$ cat config.mk
export PLATFORM = sky130hd
export DESIGN_NAME = bus_arbiter
export DESIGN_NICKNAME = d
export VERILOG_FILES = /design/src/rtl/bus_arbiter.sv
export SDC_FILE = /design/constraint.sdc
export NUM_CORES = 1
export LEC_CHECK = 0
export CORE_MARGIN = 2
export CORE_UTILIZATION = 45
export CTS_CLUSTER_DIAMETER = 200
export DETAILED_ROUTE_END_ITERATION = 8
export PLACE_DENSITY = 0.86
export SETUP_SLACK_MARGIN = 0.2
export SKIP_CTS_REPAIR_TIMING = 1
export SYNTH_ARGS = -nofsm -noshare
export SYNTH_HDL_FRONTEND = slang
export SYNTH_SLANG_ARGS = --single-unit
$ cat constraint.sdc
create_clock -name clk -period 4.55 [get_ports clk]
set_input_delay 0.455 -clock clk [delete_from_list [all_inputs] [get_ports clk]]
set_output_delay 0.455 -clock clk [all_outputs]
set_load 0.02 [all_outputs]
$ cat src/rtl/bus_arbiter.sv
// Two-master / one-slave peripheral bus arbiter with read timeout.
// Define BUS_ARB_RR_EN for round-robin tie-breaking; default is fixed priority (m0 wins).
//
// Handshake: a master request is the level rd_en|wr_en, held (with addr/wr_data stable)
// until the one-cycle ack pulse; the slave sees a one-cycle s_rd_en/s_wr_en strobe and
// answers reads with a one-cycle s_rd_valid, which is only honoured in WAIT.
module bus_arbiter #(
  parameter int          TIMEOUT  = 16,
  parameter logic [31:0] ERR_DATA = 32'hDEADBEEF
) (
  input  logic        clk,
  input  logic        rst,
  input  logic [15:0] m0_addr,
  input  logic        m0_rd_en,
  input  logic        m0_wr_en,
  input  logic [31:0] m0_wr_data,
  output logic [31:0] m0_rd_data,
  output logic        m0_ack,
  output logic        m0_err,
  input  logic [15:0] m1_addr,
  input  logic        m1_rd_en,
  input  logic        m1_wr_en,
  input  logic [31:0] m1_wr_data,
  output logic [31:0] m1_rd_data,
  output logic        m1_ack,
  output logic        m1_err,
  output logic [15:0] s_addr,
  output logic        s_rd_en,
  output logic        s_wr_en,
  output logic [31:0] s_wr_data,
  input  logic [31:0] s_rd_data,
  input  logic        s_rd_valid,
  output logic [1:0]  grant,
  output logic        busy,
  output logic [1:0]  dbg_state
);

  typedef enum logic [1:0] {
    IDLE  = 2'd0,
    ISSUE = 2'd1,
    WAIT  = 2'd2,
    RESP  = 2'd3
  } state_t;

  localparam logic [7:0] TIMEOUT_CNT = 8'(TIMEOUT);

  state_t      state, next_state;
  logic        last_grant, nxt_last_grant;   // 0 = m0, 1 = m1
  logic        is_wr, nxt_is_wr;
  logic [7:0]  cnt, nxt_cnt;
  logic [7:0]  cnt_inc;

  logic [15:0] nxt_s_addr;
  logic        nxt_s_rd_en, nxt_s_wr_en;
  logic [31:0] nxt_s_wr_data;
  logic [1:0]  nxt_grant;
  logic        nxt_busy;
  logic [31:0] nxt_m0_rd_data, nxt_m1_rd_data;
  logic        nxt_m0_ack, nxt_m0_err, nxt_m1_ack, nxt_m1_err;

  logic        req0, req1, pick_m1, pick_wr;
  logic        complete, resp_rd, resp_err;
  logic [31:0] resp_data;

  assign req0      = m0_rd_en | m0_wr_en;
  assign req1      = m1_rd_en | m1_wr_en;
  assign cnt_inc   = cnt + 8'd1;
  assign dbg_state = state;

`ifdef BUS_ARB_RR_EN
  // On a tie, m1 wins only if m0 was served last.
  assign pick_m1 = req1 & (~req0 | ~last_grant);
`else
  assign pick_m1 = req1 & ~req0;
`endif

  // Write has precedence when a master raises both rd_en and wr_en.
  assign pick_wr = pick_m1 ? m1_wr_en : m0_wr_en;

  always_comb begin
    next_state     = state;
    nxt_last_grant = last_grant;
    nxt_is_wr      = is_wr;
    nxt_cnt        = cnt;
    nxt_s_addr     = 16'h0000;
    nxt_s_rd_en    = 1'b0;
    nxt_s_wr_en    = 1'b0;
    nxt_s_wr_data  = s_wr_data;
    nxt_grant      = grant;
    nxt_m0_rd_data = m0_rd_data;
    nxt_m1_rd_data = m1_rd_data;
    nxt_m0_ack     = 1'b0;
    nxt_m0_err     = 1'b0;
    nxt_m1_ack     = 1'b0;
    nxt_m1_err     = 1'b0;
    complete       = 1'b0;
    resp_rd        = 1'b0;
    resp_err       = 1'b0;
    resp_data      = 32'h0000_0000;

    case (state)
      IDLE: begin
        if (req0 | req1) begin
          next_state    = ISSUE;
          nxt_grant     = pick_m1 ? 2'b10 : 2'b01;
          nxt_s_addr    = pick_m1 ? m1_addr : m0_addr;
          nxt_s_wr_data = pick_m1 ? m1_wr_data : m0_wr_data;
          nxt_is_wr     = pick_wr;
          nxt_s_wr_en   = pick_wr;
          nxt_s_rd_en   = ~pick_wr;
        end
      end
      ISSUE: begin
        if (is_wr) begin
          next_state = RESP;
          complete   = 1'b1;
        end else begin
          next_state = WAIT;
          nxt_cnt    = 8'd0;
        end
      end
      WAIT: begin
        // Valid data takes precedence over a timeout expiring in the same cycle.
        if (s_rd_valid) begin
          next_state = RESP;
          complete   = 1'b1;
          resp_rd    = 1'b1;
          resp_data  = s_rd_data;
        end else if (cnt_inc == TIMEOUT_CNT) begin
          next_state = RESP;
          complete   = 1'b1;
          resp_rd    = 1'b1;
          resp_err   = 1'b1;
          resp_data  = ERR_DATA;
          nxt_cnt    = cnt_inc;
        end else begin
          nxt_cnt = cnt_inc;
        end
      end
      RESP: begin
        next_state     = IDLE;
        nxt_last_grant = grant[1];
        nxt_grant      = 2'b00;
      end
      default: begin
        next_state = IDLE;
        nxt_grant  = 2'b00;
      end
    endcase

    if (complete) begin
      if (grant[0]) begin
        nxt_m0_ack = 1'b1;
        nxt_m0_err = resp_err;
        if (resp_rd) nxt_m0_rd_data = resp_data;
      end
      if (grant[1]) begin
        nxt_m1_ack = 1'b1;
        nxt_m1_err = resp_err;
        if (resp_rd) nxt_m1_rd_data = resp_data;
      end
    end

    nxt_busy = (next_state != IDLE);
  end

  always_ff @(posedge clk) begin
    if (rst) begin
      state      <= IDLE;
      last_grant <= 1'b1;
      is_wr      <= 1'b0;
      cnt        <= 8'd0;
      s_addr     <= 16'h0000;
      s_rd_en    <= 1'b0;
      s_wr_en    <= 1'b0;
      s_wr_data  <= 32'h0000_0000;
      grant      <= 2'b00;
      busy       <= 1'b0;
      m0_rd_data <= 32'h0000_0000;
      m0_ack     <= 1'b0;
      m0_err     <= 1'b0;
      m1_rd_data <= 32'h0000_0000;
      m1_ack     <= 1'b0;
      m1_err     <= 1'b0;
    end else begin
      state      <= next_state;
      last_grant <= nxt_last_grant;
      is_wr      <= nxt_is_wr;
      cnt        <= nxt_cnt;
      s_addr     <= nxt_s_addr;
      s_rd_en    <= nxt_s_rd_en;
      s_wr_en    <= nxt_s_wr_en;
      s_wr_data  <= nxt_s_wr_data;
      grant      <= nxt_grant;
      busy       <= nxt_busy;
      m0_rd_data <= nxt_m0_rd_data;
      m0_ack     <= nxt_m0_ack;
      m0_err     <= nxt_m0_err;
      m1_rd_data <= nxt_m1_rd_data;
      m1_ack     <= nxt_m1_ack;
      m1_err     <= nxt_m1_err;
    end
  end

endmodule

### Word-level counts from Yosys, hierarchy flattened

Index checks and enable logic that the tools add are counted.
Widths: inputs -> output; s select.

| operators by class | value |
|---|---|
| add/sub/neg operators | 1 |
| equality and inequality tests | 7 |
| multiplexer cells | 26 |
| bitwise operators | 11 |
| reductions and logical operators | 13 |

Operators with widths:

| operator | count |
|---|---|
| $mux 32 | 4 |
| $mux 16 | 1 |
| $mux 8 | 2 |
| $pmux 8 s2 | 1 |
| $mux 1 | 10 |
| $mux 2 | 5 |
| $reduce_and 3->1 | 3 |
| $reduce_or 3->1 | 3 |
| $add 8x1->8 const B | 1 |
| $eq 8x5->1 const B | 1 |
| $pmux 2 s4 | 1 |
| $not 1->1 | 7 |
| $ne 2x2->1 const B | 3 |
| $reduce_bool 2->1 | 3 |
| $eq 2x2->1 const B | 2 |
| $pmux 2 s2 | 1 |
| $reduce_and 2->1 | 2 |
| $or 1x1->1 | 3 |
| $eq 2x1->1 const B | 1 |
| $logic_not 2->1 | 1 |
| $pmux 1 s2 | 1 |
| $reduce_or 2->1 | 1 |
| $and 1x1->1 | 1 |

| word-level totals | value |
|---|---|
| bits in registers | 132 |
| input port bits | 135 |
| output and inout port bits | 123 |
| logic and storage cells | 73 |

### Logic depth before layout (Yosys ltp)

| logic depth | value |
|---|---|
| depth after elaboration | 7 |
| mapped depth | 9 |
| mapped depth without buffers | 7 |

### Least setup slack after synthesis

Ideal clock, no wire load.

| timing | value |
|---|---|
| path kind | register to register |
| start | register state[0] (netlist: dbg_state[0]) |
| end | register m0_rd_data[10] |
| setup time | 0.072 ns |
| arrival time | 2.080 ns |
| data required time | 4.478 ns |
| setup slack | 2.398 ns |
| cell stages (with the launch flop) | 10 |
| path buffers | 2 |
| period minus slack after synthesis | 2.152 ns |
| cell sequence | dfxtp_1 inv_1 ha_1 clkbuf_2 nand4_1 nor3_1 a211oi_4 nor2_4 buf_6 mux2i_1 |

| between the ends | value |
|---|---|
| longest elaborated chain between the ends | 3 |
| elaborated cells on any way between the ends | 6 |
| those cells by class | 2 x eq/ne; 3 x mux; 1 x reduce/logical |

Ends and longest elaborated chain:

| what | RTL line | source |
|---|---|---|
| start: declaration | 47 | `state_t state, next_state;` |
| start signal: assignment | 186 | `state <= next_state;` |
| $eq 2x2->1 or $eq 2x1->1 (tied branches) | 101 | `case (state)` |
| $pmux 1 s2 or $mux 1 (tied branches) | 101 |  |
| $reduce_and 3->1 (no line) | -- |  |
| end signal: assignment | 196 | `m0_rd_data <= nxt_m0_rd_data;` |
| end: declaration | 17 | `output logic [31:0] m0_rd_data,` |

Parallel ways exist; a longest one is shown, timed or not.
A chain may end at the register's enable or synchronous reset.

### Worst setup path after layout

| timing | value |
|---|---|
| start | register state[0] (netlist: dbg_state[0]) |
| end | register m0_rd_data[27] |

Same word-level chain as after synthesis.

==> metrics.yaml <==
status: "finished, final reports clean"
place_congestion: 0.837
cp-startpoint: "dbg_state[0]"
worstSkewPairLatency_ps: 410
netlist_instances: 659
finalWirelength_um: 16400
maxCapViolations: 0
path_buf_inv: 1
first_global_vias: 5092
ys_seq_elements: 132
drc: 0
cp.arrival_ps: 3250
fin_util: 0.714
synth_top_family_by_area: "simple AND/OR/NAND/NOR gates"
synthSimpleGateAreaFrac: 0.209
synth_mux_area_frac: 0.0846
io_pins: 258
synth_xor_area_frac: 0.00463
path_clk_slew_ps: 60
antenna_found_initial: 0
dieArea_sq_um: 13500
syn_avg_cell_area_sq_um: 8.62
worstSetupEndpointType: "flop"
dp_hpwl_um: 11300
clock-root-buffer: "clkbuf_16"
rows: 41
port_buffers: 257
drtAntennaViolNets: 0
cts_sinks: 132
regArea_sq_um: 2640
min-delay-path-class: "reg -> reg"
coreArea_sq_um: 12500
antenna_cells: 0
die_w_um: 116
ys_types: 41
grt_pass1_wl_um: 25200
cts_buffers: 17
slowest_stage: "nor2_4"
areaGrowthSynthToFinish_pct: 56.7
powerDensity_nw_per_um2: 447
critPathMaxStageDelay_ps: 790
crit_required_ps: 4880
leakagePower_nw: 3.38
crit_fanout: 24
ir_worst_vdd_v: 0.000247
synth_compound_area_frac: 0.164
final_cell_mix: "clkdlybuf4s50_1 (256), dfxtp_1 (132), nand2_1 (122)"
tightestPinTransition_ps: 1220
synth_warnings: 0
period_needed_ps: 2920
multi_input_area_sq_um: 2730
hold_viol_final: 0
hp-start: "m1_rd_data[19]"
vias_per_cell: 5.06
cts_tree: "built"
setup_viol: 0
final_common_cell: "clkdlybuf4s50_1"
initial_core_util: 0.456
grtUsageTotal: 0.238
drt_iter0_markers: 385
fillCellCount: 949
gr-total-overflow: 0
drive_above_1_share: 0.0487
cpLargestDelayFamily: "simple AND/OR/NAND/NOR gates"
rsz0062_at_grt: "false"
cts_max_level: 4
slew_viol_final: 0
wl_per_cell_um: 15.3
fin_worst_skew_ps: 10.2
num_vias: 5444
worstSetupPathType: "reg -> reg"
cts_max_path_buffers: 2
synthAdderAreaFrac: 0.0154
fin_nets: 1032
start_kind: "flop"
fin_setup_tns_ps: 0
die_y_um: 116
fin_crit_sh: 0.643
firstDrtPassIters: 6
synth_area_sq_um: 5680
r2r-start: "dbg_state[0]"
path_cells: "inv_1 -> ha_1 -> nand4_1 -> nor3_1 -> a211oi_4 -> nor2_4 -> mux2i_1"
relSlewSlack: 0.182
ys_seq_area_frac: 0.465
grt_start_max_net_pins: 101
fmax_mhz: 342
syn-num-nets: 801
worst register-to-register path, stage by stage (launching register included):
cell,delay (ps)
dfxtp_1,370
inv_1,130
ha_1,330
nand4_1,140
nor3_1,490
a211oi_4,280
nor2_4,790
mux2i_1,300
layout make-up:
cell class / instances / area share
multi-input cells: 450 / 0.307
inverters: 29 / 0.0122
flip-flops and latches: 132 / 0.297
clock inverters: 12 / 0.0173
clock buffers: 20 / 0.0513
repair buffers: 260 / 0.291
well taps: 172 / 0.0242
power breakdown:
part | switching, mW | internal [mW] | leakage (nW)
Clock | 0.503 | 0.891 | 0.292
Combinational | 0.652 | 0.537 | 2.01
Sequential | 0.0859 | 1.31 | 1.08
flip-flops by register name, indices dropped and copies added (netlist names):
name        cells
grant           2
m0_err          1
m1_rd_data     32
s_addr         16
m1_ack          1
s_rd_en         1
is_wr           1
s_wr_en         1
m1_err          1
busy            1
s_wr_data      32
m0_rd_data     32
dbg_state       2
m0_ack          1
cnt             8
cell families (layout without fill, tap and decap cells):
| group | count (synthesis) | count (layout) |
|---|---|---|
| and+or+nand+nor | 254 | 254 |
| AOI/OAI and AO/OA | 138 | 138 |
| buffers and inverters | 77 | 321 |
| muxes | 48 | 48 |
| DFF | 132 | 132 |
| adders and majority gates | 7 | 7 |
| xor gates and xnor gates | 3 | 3 |
metrics by stage:
stage | total power [mW] | instance area, sq um | hold slack (ps) | setup slack, ps | instances
after floorplan | 2.07 | 5680 | 491 | 2400 | 659
after global placement | 2.60 | 8290 | 458 | 1560 | 1043
after detailed placement | 2.62 | 8290 | 464 | 1450 | 1043
after CTS | 4.01 | 8900 | 477 | 1640 | 1075
after global routing | 4.17 | 8900 | 489 | 1420 | 1075
final | 3.98 | 8900 | 473 | 1630 | 1075
synthesized netlist by cell type:
| cell type | n | area share |
|---|---|---|
| a2111oi_0 | 1 | 0.0015 |
| a211oi_1 | 4 | 0.0053 |
| a211oi_4 | 1 | 0.0035 |
| a21o_1 | 25 | 0.033 |
| a21oi_1 | 42 | 0.037 |
| a221oi_1 | 1 | 0.0015 |
| a22oi_1 | 3 | 0.0040 |
| a311oi_1 | 34 | 0.052 |
| and2_1 | 1 | 0.0011 |
| and3_1 | 2 | 0.0022 |
| and3b_1 | 2 | 0.0031 |
| and4_1 | 1 | 0.0015 |
| buf_1 | 4 | 0.0026 |
| buf_2 | 4 | 0.0035 |
| buf_6 | 4 | 0.0079 |
| clkbuf_1 | 35 | 0.023 |
| clkbuf_2 | 1 | 0.00088 |
| dfxtp_1 | 132 | 0.47 |
| ha_1 | 7 | 0.015 |
| inv_1 | 29 | 0.019 |
| mux2i_1 | 48 | 0.085 |
| nand2_1 | 122 | 0.081 |
| nand2b_1 | 49 | 0.054 |
| nand3_1 | 3 | 0.0026 |
| nand3_2 | 2 | 0.0035 |
| nand3b_1 | 3 | 0.0040 |
| nand4_1 | 2 | 0.0022 |
| nor2_1 | 49 | 0.032 |
| nor2_4 | 2 | 0.0040 |
| nor2b_1 | 3 | 0.0033 |
| nor3_1 | 5 | 0.0044 |
| nor3b_1 | 2 | 0.0026 |
| nor4_1 | 3 | 0.0033 |
| o211ai_2 | 1 | 0.0022 |
| o21a_1 | 1 | 0.0013 |
| o21ai_0 | 19 | 0.017 |
| o21ai_1 | 6 | 0.0053 |
| or3_1 | 2 | 0.0022 |
| or4b_1 | 1 | 0.0018 |
| xnor2_1 | 1 | 0.0015 |
| xor2_1 | 2 | 0.0031 |
worst paths after layout:
check	endpoint	slack [ps]	cells past startpoint
max	m0_rd_data[27]	1630	7
min	m1_rd_data[19]	470	2
max reg2reg	m0_rd_data[27]	1630	7
min reg2reg	m1_rd_data[19]	470	2
routing by layer:
layer	vias to the layer above	GRT usage	wire length, um
met4	0	0.0802	260
li1	2694	-	-
met2	216	0.403	8290
met1	2514	0.286	6620
met5	-	0	0
met3	20	0.0752	1230
No activity file was read; power rests on OpenSTA's default activity.
